--- src/rtl/barrel_shift_arbiter.sv ---
// barrel_shift_arbiter
//   Two requesters (A, B) share one 16-bit logical left shifter. A request
//   is granted in IDLE (ready asserted combinationally), the operand is
//   shifted in SHIFT, and the result is held in DONE until the consumer
//   accepts it.
//
// Parameters
//   PRIO_A    : 1 = A always wins when valid, 0 = round-robin between A and B
// Ports
//   clk, rst_n          : clock, asynchronous active-low reset
//   a_valid/a_ready     : requester A handshake
//   a_data, a_amt       : requester A operand and left-shift amount
//   b_*                 : same for requester B
//   out_valid/out_ready : result handshake
//   out_data, out_id    : shifted result and its source (0 = A, 1 = B)
//   busy                : high whenever the FSM is not in IDLE
//   op_count            : completed result handshakes, wraps at 256
module barrel_shift_arbiter #(
  parameter int unsigned PRIO_A = 0
) (
  input  logic        clk,
  input  logic        rst_n,
  input  logic        a_valid,
  output logic        a_ready,
  input  logic [15:0] a_data,
  input  logic [3:0]  a_amt,
  input  logic        b_valid,
  output logic        b_ready,
  input  logic [15:0] b_data,
  input  logic [3:0]  b_amt,
  output logic        out_valid,
  input  logic        out_ready,
  output logic [15:0] out_data,
  output logic        out_id,
  output logic        busy,
  output logic [7:0]  op_count
);

  typedef enum logic [1:0] {
    IDLE  = 2'd0,
    SHIFT = 2'd1,
    DONE  = 2'd2
  } state_t;

  state_t      r_state;
  state_t      w_next;
  logic        r_last_b;
  logic [15:0] r_op;
  logic [3:0]  r_amt;
  logic        r_cap_id;
  logic [15:0] r_out_data;
  logic        r_out_id;
  logic [7:0]  r_op_count;
  logic        w_grant_a;
  logic        w_grant_b;
  logic [15:0] w_shifted;

  // Grants only exist in IDLE and are masked by rst_n so the readies read
  // low for the whole reset pulse. A wins a tie under fixed priority or
  // when B was the last requester served.
  always_comb begin
    w_grant_a = 1'b0;
    w_grant_b = 1'b0;
    if (rst_n && r_state == IDLE) begin
      if (a_valid && (!b_valid || PRIO_A != 0 || r_last_b)) begin
        w_grant_a = 1'b1;
      end else if (b_valid) begin
        w_grant_b = 1'b1;
      end
    end
  end

  // Single shared shifter: zero fill, bits beyond bit 15 drop off.
  assign w_shifted = r_op << r_amt;

  // State register
  always_ff @(posedge clk or negedge rst_n) begin
    if (!rst_n) begin
      r_state <= IDLE;
    end else begin
      r_state <= w_next;
    end
  end

  // Next-state logic
  always_comb begin
    w_next = r_state;
    case (r_state)
      IDLE:    if (w_grant_a || w_grant_b) w_next = SHIFT;
      SHIFT:   w_next = DONE;
      DONE:    if (out_ready) w_next = IDLE;
      default: w_next = IDLE;
    endcase
  end

  // Outputs
  always_comb begin
    a_ready   = w_grant_a;
    b_ready   = w_grant_b;
    out_valid = (r_state == DONE);
    busy      = (r_state != IDLE);
  end

  // Datapath: capture on grant, register the shift result in SHIFT,
  // count handshakes in DONE.
  always_ff @(posedge clk or negedge rst_n) begin
    if (!rst_n) begin
      r_last_b   <= 1'b1;
      r_op       <= '0;
      r_amt      <= '0;
      r_cap_id   <= 1'b0;
      r_out_data <= '0;
      r_out_id   <= 1'b0;
      r_op_count <= '0;
    end else begin
      if (w_grant_a || w_grant_b) begin
        r_op     <= w_grant_b ? b_data : a_data;
        r_amt    <= w_grant_b ? b_amt : a_amt;
        r_cap_id <= w_grant_b;
        r_last_b <= w_grant_b;
      end
      if (r_state == SHIFT) begin
        r_out_data <= w_shifted;
        r_out_id   <= r_cap_id;
      end
      if (r_state == DONE && out_ready) begin
        r_op_count <= r_op_count + 8'd1;
      end
    end
  end

  assign out_data = r_out_data;
  assign out_id   = r_out_id;
  assign op_count = r_op_count;

endmodule

--- config.mk ---
export PLATFORM = sky130hd
export DESIGN_NAME = barrel_shift_arbiter
export DESIGN_NICKNAME = d
export VERILOG_FILES = /design/src/rtl/barrel_shift_arbiter.sv
export SDC_FILE = /design/constraint.sdc
export NUM_CORES = 1
export LEC_CHECK = 0
export ABC_AREA = 1
export CAP_MARGIN = 10
export CORE_MARGIN = 2
export CORE_UTILIZATION = 45
export CTS_CLUSTER_SIZE = 10
export DETAILED_ROUTE_END_ITERATION = 6
export DONT_BUFFER_PORTS = 1
export HOLD_SLACK_MARGIN = 0.12
export PLACE_DENSITY = 0.71
export SLEW_MARGIN = 20
export SYNTH_ARGS = -nofsm -noshare
export SYNTH_HDL_FRONTEND = slang
export SYNTH_SLANG_ARGS = --single-unit
--- constraint.sdc ---
create_clock -name clk -period 1.3 [get_ports clk]
set_input_delay 0.195 -clock clk [delete_from_list [all_inputs] [get_ports clk]]
set_output_delay 0.195 -clock clk [all_outputs]
set_load 0.05 [all_outputs]
==> reports/qor.yml <==
cts_root_buf: "clkbuf_8"
ys_seq_elements: 49
clk_latency_ns: 0.33
tritoncts: "done"
n_fill_cell: 316
synth.yosys.seq_area_share: 0.4548
period_needed_ns: 1.633
critPathLaunchType: "register"
hold_viol_final: 49
multiInputGateArea_um2: 1923
die_x_um: 81.45
async_flop_share: 1.000
grt_start_max_net_pins: 51
grt_pass1_vias: 3095
antenna_cells: 0
yosysMostFrequentCell: "nand3_1"
totalWireLength_um: 12180
switching_share: 0.5283
seqCellArea_um2: 1232
place_congestion: 0.8567
place_hpwl_um: 4557
dieArea_um2: 6633
synth-edff-count: 0
post-route-period-util: 1.256
yosysTopAreaCell: "dfrtp_1"
p_int_mw: 5.278
maxCapViolCount: 0
yosysWarningCount: 0
synthAdderAreaFrac: 0.004636
avgSynthCellArea_um2: 7.624
grt_overflow_total: 0
drv_slew: 0
p_comb_frac: 0.629
crit_type: "reg -> out"
fp-row-count: 28
min_path_type: "in -> async"
p_clk_frac: 0.090
power.static_leakage_nw: 2.211
syn_area_um2: 2699
drive_gt1_frac: 0.4327
nets: 491
die_h_um: 81.45
io_pins: 74
outcome: "finished, violations left"
fmax_mhz: 612.4
synth_cell_type_count: 26
synth-compound-area-share: 0.03060
synthMuxAreaShare: 0.008345
ir_worst_vdd_mv: 1.580
arrival_ns: 1.44
cp_max_fo: 2
setup_violations: 44
cts_max_path_buffers: 2
drtIter0Drc: 390
gr-usage-all-layers: 0.3232
cts_hold_buf: 41
synth_top_family_by_area: "simple AND/OR/NAND/NOR gates"
syn2layout_area_growth_pct: 72.18
viasPerCell: 6.242
post-route-drc-count: 0
yosys.area_share.simple: 0.4043
crit_required_ns: 1.11
synth-xor-area-share: 0.01947
initial_core_util: 0.4613
whs_ns: -0.4507
synthCells: 354
p_per_area_nw_per_um2: 2408
ys_top_cells_by_count: "nand3_1 (117), nand2_1 (108), dfrtp_1 (48), buf_2 (13), inv_1 (13)"
violations: "hold timing, setup timing"
num_vias: 3252
antenna_found_initial: 0
p_switching_mw: 5.911
grt_pass1_wl_um: 15920
ys_top_cells_by_area: "dfrtp_1 (45%), nand3_1 (22%), nand2_1 (15%)"
core_um2: 5851
seqPwrFrac: 0.281
skew_ns: 0.02241
htree_levels: 2
syn-num-nets: 400
relSlewSlack: 0.6630
tightest_slew_ns: 0.5055
rsz0062_at_grt: "true"
ant_nets: 0
end_kind: "output pin"
fin_setup_tns_ns: -7.224
synth_top_area_share: 0.4451
cts.sinks: 49
wl_per_cell_um: 23.38
first_pass_iters: 7
timing.final.ws_setup_ns: -0.3330
clkTransAtPathRegs_ns: 0.11
synth_ff_type: "dfrtp_1"
utilization: 0.7943
cts_buffers: 5
port_buffers: 0
## final cells by class
type                            count  area share
Sequential cell                    49      0.2652
Inverter                           19     0.01777
Multi-Input combinational cell    265      0.4138
Clock inverter                      2    0.002962
Clock buffer                        6     0.01777
Timing Repair Buffer              105      0.2623
Tap cell                           75     0.02019
## stage by stage
stage / instance area [um^2] / power, mW / instances / setup slack [ns] / hold WS (ns)
CTS: 4262 / 9.496 / 518 / -0.2528 / -0.4437
detailed placement: 2995 / 7.419 / 445 / -0.01075 / -0.09959
global placement: 2995 / 7.318 / 445 / 0.02125 / -0.09957
finish: 4647 / 11.19 / 521 / -0.3330 / -0.4507
global route: 4647 / 11.63 / 521 / -0.3663 / -0.4684
floorplan: 2718 / 6.303 / 354 / -0.02565 / -0.1006
## flip-flops by register name (all words and copies together), names as in the netlist
name / count
r_cap_id: 1
r_state: 2
op_count: 8
out_id: 1
r_op: 16
r_last_b: 1
out_data: 16
r_amt: 4
## worst paths after layout
path,startpoint,to,slack [ns],depth (start not counted)
max reg2reg,r_state[0]$_DFFE_PN0P_,r_amt[2]$_DFFE_PN0P_,-0.33,10
min,rst_n,r_op[14]$_DFFE_PN0P_,-0.45,0
max in group asynchronous,rst_n,r_last_b$_DFFE_PN1P_,1.54,0
min in group clk,out_ready,op_count[2]$_DFFE_PN0P_,0.27,3
max,r_state[0]$_DFFE_PN0P_,a_ready,-0.33,7
min reg2reg,out_data[4]$_DFFE_PN0N_,out_data[4]$_DFFE_PN0N_,0.49,2
## worst max-delay path, stage by stage, from the launching register on
cell and delay, ns:
dfrtp_1 0.41, inv_2 0.09, nand2_4 0.07, nor2_4 0.12
nand2_2 0.09, inv_2 0.09, buf_12 0.11, buf_12 0.12
## power groups by stage
stage / Combinational (mW) / Clock, mW / Sequential [mW]
after global placement: 4.43 / 0 / 2.89
final: 7.04 / 1.00 / 3.15
after detailed placement: 4.51 / 0 / 2.91
after global routing: 7.34 / 1.09 / 3.20
after floorplan: 2.76 / 0 / 3.54
after CTS: 5.61 / 0.961 / 2.92
## kinds of logic (layout without fill, tap and decap cells)
kind of cell,count (synthesis),after routing
xor+xnor,6,6
compound gates,13,13
buf+inv,40,132
simple gates,243,243
mux,2,2
flops,49,49
fa+ha+maj,1,1
## per-layer routing
metal	GRT usage	up-vias	routed length, um
met5	0	-	0
met4	0.1780	0	1116
met3	0.06044	111	1006
met2	0.5721	257	6021
met1	0.3653	1516	4036
li1	-	1368	-
## cells in the final DEF (no fill, tap or decap), types with 3 or more instances in the layout
master         synthesis  final
nand2_1              108     85
nand3_2                0     49
nand3_1              117     45
dfrtp_1               48     44
dlygate4sd3_1          0     41
buf_4                  5     33
nand3_4                0     23
nand2_2                3     20
inv_1                 13     12
buf_6                  3     12
buf_16                 0      7
buf_12                 0      7
nand2_4                0      6
nor2_1                 9      6
clkbuf_8               0      6
nor2_4                 2      5
inv_2                  5      4
xor2_1                 4      4
dfrtp_2                0      4
buf_8                  0      4
nand4_1                3      3
## repair_timing
| item | CTS | global route |
|---|---|---|
| endpoints found under the hold margin | 70 | 49 |
| gates cloned | 9 | 1 |
| resized for setup | 85 | 86 |
| pin swaps | 32 | 17 |
| setup buffers | 15 | 3 |
| endpoints found under the setup margin | 24 | 45 |
No activity file was read; power rests on OpenSTA's default activity.
